## config.mk

```make
export PLATFORM = sky130hd
export DESIGN_NAME = program_loader
export DESIGN_NICKNAME = d
export VERILOG_FILES = /design/src/rtl/program_loader.sv
export SDC_FILE = /design/constraint.sdc
export NUM_CORES = 1
export LEC_CHECK = 0
export CAP_MARGIN = 30
export CORE_UTILIZATION = 47
export CTS_CLUSTER_SIZE = 30
export DETAILED_ROUTE_END_ITERATION = 16
export GPL_TIMING_DRIVEN = 1
export PLACE_DENSITY = 0.75
export SETUP_SLACK_MARGIN = 0.2
export SLEW_MARGIN = 20
export SYNTH_ARGS = -nofsm -noshare
export SYNTH_HDL_FRONTEND = slang
export SYNTH_SLANG_ARGS = --single-unit
```

## constraint.sdc

```tcl
create_clock -name clk_i -period 2.3 [get_ports clk_i]
set_input_delay 0.23 -clock clk_i [delete_from_list [all_inputs] [get_ports clk_i]]
set_output_delay 0.23 -clock clk_i [all_outputs]
set_load 0.01 [all_outputs]
```

## src/rtl/program_loader.sv

```systemverilog
// Writer side of the CPU program-memory byte port: splits 32-bit words from a
// valid/ready stream into four little-endian byte writes, holding the CPU meanwhile.
//   state | meaning
//   IDLE  | waiting for start, CPU released after a good load
//   LOAD  | s_ready high, waiting for the next word
//   WRITE | four byte-write cycles for the latched word
//   DONE  | one-cycle done pulse, CPU released
//   ERR   | memory full without s_last; sticky overflow until start
module program_loader #(
    parameter int ADD_WIDTH  = 7,
    parameter int DATA_WIDTH = 32
) (
    input  logic                  clk_i,
    input  logic                  rst_n_i,
    input  logic                  start_i,
    input  logic                  s_valid_i,
    output logic                  s_ready_o,
    input  logic [DATA_WIDTH-1:0] s_data_i,
    input  logic                  s_last_i,
    output logic                  pm_wr_en_o,
    output logic [ADD_WIDTH-1:0]  pm_addr_o,
    output logic [7:0]            pm_data_o,
    output logic                  cpu_hold_o,
    output logic                  busy_o,
    output logic                  done_o,
    output logic                  overflow_o,
    output logic [ADD_WIDTH-2:0]  word_cnt_o
);

    localparam logic [2:0] IDLE  = 3'd0;
    localparam logic [2:0] LOAD  = 3'd1;
    localparam logic [2:0] WRITE = 3'd2;
    localparam logic [2:0] DONE  = 3'd3;
    localparam logic [2:0] ERR   = 3'd4;

    localparam logic [ADD_WIDTH-1:0] ADDR_TOP = '1;

    logic [2:0]            state_q, state_d;
    logic [ADD_WIDTH-1:0]  addr_q, addr_d;
    logic [1:0]            idx_q, idx_d;
    logic [DATA_WIDTH-1:0] word_q, word_d;
    logic                  last_q, last_d;
    logic [ADD_WIDTH-2:0]  cnt_q, cnt_d;
    logic                  ovf_q, ovf_d;
    logic                  hold_q, hold_d;
    logic                  ready_q, ready_d;
    logic                  done_q, done_d;

    always_comb begin
        state_d = state_q;
        addr_d  = addr_q;
        idx_d   = idx_q;
        word_d  = word_q;
        last_d  = last_q;
        cnt_d   = cnt_q;
        ovf_d   = ovf_q;
        hold_d  = hold_q;
        case (state_q)
            IDLE, ERR: begin
                if (start_i) begin
                    state_d = LOAD;
                    addr_d  = '0;
                    cnt_d   = '0;
                    ovf_d   = 1'b0;
                    hold_d  = 1'b1;
                end
            end
            LOAD: begin
                if (s_valid_i && ready_q) begin
                    word_d  = s_data_i;
                    last_d  = s_last_i;
                    idx_d   = 2'd0;
                    state_d = WRITE;
                end
            end
            WRITE: begin
                idx_d = idx_q + 2'd1;
                if (idx_q == 2'd3) begin
                    cnt_d = cnt_q + 1'b1;
                    if (last_q) begin
                        state_d = DONE;
                        addr_d  = addr_q + 1'b1;
                        hold_d  = 1'b0;
                    end else if (addr_q == ADDR_TOP) begin
                        // keep the address pinned at the top; it only wraps on a completed load
                        state_d = ERR;
                        ovf_d   = 1'b1;
                        hold_d  = 1'b1;
                    end else begin
                        state_d = LOAD;
                        addr_d  = addr_q + 1'b1;
                    end
                end else begin
                    addr_d = addr_q + 1'b1;
                end
            end
            DONE:    state_d = IDLE;
            default: state_d = IDLE;
        endcase
        ready_d = (state_d == LOAD);
        done_d  = (state_d == DONE);
    end

    always_ff @(posedge clk_i or negedge rst_n_i) begin
        if (!rst_n_i) begin
            state_q <= IDLE;
            addr_q  <= '0;
            idx_q   <= 2'd0;
            word_q  <= '0;
            last_q  <= 1'b0;
            cnt_q   <= '0;
            ovf_q   <= 1'b0;
            hold_q  <= 1'b1;
            ready_q <= 1'b0;
            done_q  <= 1'b0;
        end else begin
            state_q <= state_d;
            addr_q  <= addr_d;
            idx_q   <= idx_d;
            word_q  <= word_d;
            last_q  <= last_d;
            cnt_q   <= cnt_d;
            ovf_q   <= ovf_d;
            hold_q  <= hold_d;
            ready_q <= ready_d;
            done_q  <= done_d;
        end
    end

    assign s_ready_o  = ready_q;
    assign pm_wr_en_o = (state_q == WRITE);
    assign pm_addr_o  = addr_q;
    assign pm_data_o  = word_q[{idx_q, 3'b000} +: 8];
    assign cpu_hold_o = hold_q;
    assign busy_o     = (state_q == LOAD) || (state_q == WRITE);
    assign done_o     = done_q;
    assign overflow_o = ovf_q;
    assign word_cnt_o = cnt_q;

endmodule

```

---- After elaboration in Yosys (flattened, before gate mapping) ----
Index checks and enable logic that the tools add are counted.
word-level totals
  bits in registers ....................... 55
  bits of input ports ..................... 37
  output and inout bits ................... 27
  logic and storage cells ................. 65
operators by class
  add/subtract/negate cells ............... 3
  equality and inequality tests ........... 14
  shift operators ......................... 1
  multiplexer cells ....................... 25
  reduce and logical (&&, ||, !) cells .... 12
operator list
  operator               number
  $shiftx A32 B6 Y8      1
  $mux W7                4
  $mux W3                5
  $pmux W7 S2            1
  $mux W6                2
  $pmux W6 S2            1
  $pmux W3 S3            1
  $add A7 B1 Y7 const B  1
  $eq A7 B7 Y1 const B   1
  $mux W1                7
  $add A6 B1 Y6 const B  1
  $eq A3 B1 Y1 const B   2
  $eq A3 B2 Y1 const B   2
  $ne A2 B2 Y1 const B   3
  $reduce_and A3 Y1      2
  $reduce_and A5 Y1      1
  $ne A2 B1 Y1 const B   2
  $ne A4 B4 Y1 const B   1
  $pmux W1 S2            2
  $pmux W2 S2            1
  $reduce_and A2 Y1      2
  $reduce_and A4 Y1      1
  $reduce_bool A2 Y1     2
  $eq A3 B3 Y1 const B   1
  8 further kinds        8

---- Depth between registers and ports, before layout ----
  depth in word-level cells ............... 6
  depth in mapped cells ................... 7
  mapped depth without buffers ............ 5

---- Worst setup path after synthesis ----
OpenSTA, ideal clock, no wires.
  path kind ............................... register -> register
  from .................................... reg state_q[0]
  to ...................................... reg addr_q[3] (netlist: pm_addr_o[3])
  setup time .............................. 78 ps
  data arrival time ....................... 1533 ps
  required time ........................... 2222 ps
  path slack .............................. 689 ps
  cell stages (with the launch flop) ...... 8
  buffers on the path ..................... 2
  clock period less this slack ............ 1611 ps
  path through ............................ dfrtp_1 buf_6 or3b_1 buf_6 clkinv_8 o21ai_4 or3_1 a21oi_1
between the ends
  elaborated cells on any way between the ends .. 9
  classes of those cells .................. 4 x eq/ne; 1 x mux; 4 x reduce/logical
RTL lines
  what                                                                 line  text
  from (decl)                                                          38    logic [2:0] state_q, state_d;
  from (signal assigned)                                               117   state_q <= state_d;
  $eq A3 B2 Y1 (*)                                                     n/a
  via pm_wr_en_o                                                       20    output logic pm_wr_en_o,
  $ne A4 B4 Y1 (no line) / $reduce_bool A2 Y1 (equally long branches)  n/a
  $reduce_and A3 Y1 (no line)                                          n/a
  to (signal assigned)                                                 118   addr_q <= addr_d;
  to (decl)                                                            39    logic [ADD_WIDTH-1:0] addr_q, addr_d;
Mark *: on every way through the listed nets, which the timed path passes. The rest lies on a longest branch.
A chain may end at the register's enable or synchronous reset.

---- Worst setup path in the final report ----
  from .................................... reg state_q[0]
  to ...................................... out pm_wr_en_o
between the ends
  word-level cells in the longest chain between the ends .. 1
RTL lines
  what          line  text
  $eq A3 B2 Y1  131   assign pm_wr_en_o = (state_q == WRITE);
  to (decl)     20
Every way passes these cells.

==> results by group <==
Floorplanning
  – Core Area: 0.00514 mm2
  – Initial core utilization: 0.491
  – Die Y-Extent: 75.2 um
  – Die area: 0.00566 mm2
  – Die X: 75.2 um
  – Row count: 26
  – IO Pins: 64

Synth
  – Top post-synthesis cells by area: dfrtp_1, mux2_2, mux4_2, nand2_1, nor2_1
  – Number of synthesized flops with an enable pin: 0
  – Asr flop ratio synth: 1.00
  – Top-count cell post-synth: dfrtp_1
  – YS warnings: 0
  – Register area share after synthesis: 0.546
  – Synth Flop Type: dfrtp_1
  – Area of the mapped netlist: 0.00252 mm2
  – Synth cell types: 36
  – Syn Inst Count: ~190
  – Cell taking the most area after synthesis: dfrtp_1
  – Post-synthesis register bit count: 55
  – Net Count, Synth: 233
  – Syn_area_per_cell: 13.1 um2
  – Synth top area share: 0.536
  – Synth top cells by count: dfrtp_1, mux2_2, nand2_1, nor2_1, o21ai_0

Timing
  – Worst slew pin tran: 0.619 ns
  – Tmin final: 2.06 ns
  – Fmax: ~490 MHz
  – Final TNS setup: 0 ns
  – RSZ-0062 raised after global routing: true
  – Setup Skew: around 0.0044 ns
  – Fin. Hold Viols: 0
  – Setup violators final: 0
  – Crit share post-route: 0.896
  – Fin worst setup slack: about 0.24 ns
  – Max-slew headroom: 0.587
  – Slew Viols, Final: 0

Global routing
  – Initial antenna violation count: 0
  – GRT met2 Usage: 0.317
  – Largest net degree at the start of global routing: 35
  – M3 GR Usage: 0.0602
  – Total grt overflow: 0
  – Vias in the first global route: 1,754
  – First-pass GRT wire length: 8090 um
  – Total Routing Usage GR: 0.193
  – Met1 usage: 0.249
  – Global route hottest layer: met2

Pwr
  – Switch Pwr: approximately 0.0011 W
  – Gate power share: 0.412
  – Power per Cell Area: 1060 mW/mm2
  – Sequential Power Share: 0.443
  – Clock share of power: 0.146
  – Power Total: 0.00357 W
  – Pleak: 1.44 nW
  – Worst IR drop on VDD: 0.000665 V
  – Sw Ratio: 0.301
  – Cell-internal power: 0.00250 W

Clock tree
  – CTS sink cnt: 55
  – Total CTS buffers: 5
  – CTS tree: done
  – Clk root buf: clkbuf_8
  – Clk_lat worst skew: 0.30 ns
  – CTS H-tree depth: 2
  – CTS max path bufs: 2
  – Worst-path clk slew: 0.09 ns

Min path
  – Worst min path class: in2async

Critical path
  – Crit path buf inv count: 2
  – Reg2reg path depth: 5
  – R2r setup slk: between 0.4 and 0.5 ns
  – Critical Path AT: roughly 1.8 ns
  – CP max FO: 8
  – Req. time, crit path: 2.07 ns
  – Slowest cell on crit path: clkdlybuf4s50_1
  – Reg-to-reg critical path startpoint: state_q[0]$_DFF_PN0_
  – Crit path launch: state_q[0]$_DFF_PN0_
  – Worst setup EP type: primary output
  – Crit path cell chain: or3b_4 -> clkinv_8 -> clkdlybuf4s50_1
  – CP endpoint: pm_wr_en_o
  – Family with the most delay on the worst path: buffers and inverters
  – Crit path depth: 3
  – R2R Path End: pm_addr_o[6]$_DFFE_PN0P_
  – Kind of critical path: reg2out
  – Critical path startpoint category: flop
  – Crit-path max cell delay: 0.54 ns

Routing
  – Drt drc: 0
  – Drt total wl: 4780 um
  – Routed WL per cell: 14.5 um
  – Vias: 1,769
  – Antenna viol nets, final: 0
  – Via/cell ratio: 5.38
  – Drt first pass iters: 4
  – Initial DRC count: 89

Place
  – IO Port Bufs: 63
  – Gpl congestion: 0.786
  – DP Wirelength: 3520 um
  – Pre-CTS setup slack: 0.353 ns

Layout
  – Footprint of the multi-input gates: 0.00105 mm2
  – Final #Nets: 299
  – Area delta synth->final: 33.2%
  – Diode count: 0
  – Fill count: 449
  – Share of layout cells above drive strength 1: 0.243
  – Register Area: ~0.0014 mm2

Outcome
  – Status: finished, final reports clean

Job
  – Number of max-cap violations: 0
-- cells in the final DEF, fill, tap and decap left out, drive strengths merged, types with 6 or more instances in the layout --
master	n
clkdlybuf4s50	54
dfrtp	54
mux2	33
nor2	13
nand2	13
o21ai	10
mux4	8
dlymetal6s2s	8
buf	7
nand3	6
clkbuf	6
-- power groups by stage --
stage                     Combinational, W  Sequential, W  Clock, W
after floorplan                    0.00101        0.00150         0
after global placement             0.00146        0.00159         0
after detailed placement           0.00149        0.00161         0
after CTS                          0.00153        0.00158  0.000543
after global routing               0.00161        0.00164  0.000577
final                              0.00147        0.00158  0.000521
-- worst register-to-register path: stages (launching register included) --
cell     delay, ns
dfrtp_2       0.47
or3b_4        0.46
buf_4         0.18
nor3_1        0.33
and3b_1       0.21
nor3_1        0.04
-- worst min path at each step --
stage | slack, ns | start | end
floorplan | -0.07 | rst_n_i | done_o$_DFF_PN0_
global placement | 0.28 | rst_n_i | pm_addr_o[4]$_DFFE_PN0P_
global route | 0.52 | s_last_i | last_q$_DFFE_PN0P_
detailed placement | 0.29 | rst_n_i | pm_addr_o[4]$_DFFE_PN0P_
finish | 0.48 | rst_n_i | pm_addr_o[4]$_DFFE_PN0P_
CTS | 0.50 | rst_n_i | pm_addr_o[4]$_DFFE_PN0P_
-- stage by stage --
step,util,instance area (um2),cells,hold slack (ns)
3_3_place_gp,0.626,3220,319,0.284
3_5_place_dp,0.626,3220,319,0.285
5_1_grt,0.653,3360,329,0.524
2_1_floorplan,-,2520,193,-0.0656
6_report,0.653,3360,329,0.482
4_1_cts,0.649,3340,329,0.496
-- layout make-up --
type                       count  area share
timing repair buffer          70       0.216
tap                           70      0.0261
clock buffer                   6      0.0246
multi-input combinational    124       0.313
sequential                    55       0.411
inverter                       3     0.00708
clock inverter                 1     0.00149
-- per-layer routing --
| layer | part of all wire | vias up |
|---|---|---|
| met5 | 0 | - |
| met4 | 0.0071 | 0 |
| li1 | - | 834 |
| met1 | 0.43 | 878 |
| met3 | 0.063 | 4 |
| met2 | 0.50 | 53 |
-- cells by family after synthesis --
logic type | Yosys count | share of synthesized area
DFF | 55 | 0.546
and+or+nand+nor | 51 | 0.103
muxes | 42 | 0.223
AOI/OAI and AO/OA | 23 | 0.0581
buffers and inverters | 14 | 0.0372
xor gates and xnor gates | 5 | 0.0174
adders and majority gates | 3 | 0.0149
-- state kept, by name, summed over array words and instances (netlist names) --
register / count
state_q: 3
last_q: 1
pm_addr_o: 7
idx_q: 2
s_ready_o: 1
cpu_hold_o: 1
overflow_o: 1
word_cnt_o: 6
done_o: 1
word_q: 32
-- repair_timing --
action | CTS | global route
pin swaps | 1 | 0
setup buffers | 2 | 0
hold buffers | 1 | 0
endpoints found under the hold margin | 27 | 0
gates resized for setup | 3 | 9
endpoints found under the setup margin | 8 | 9
No activity file was read; power rests on OpenSTA's default activity.
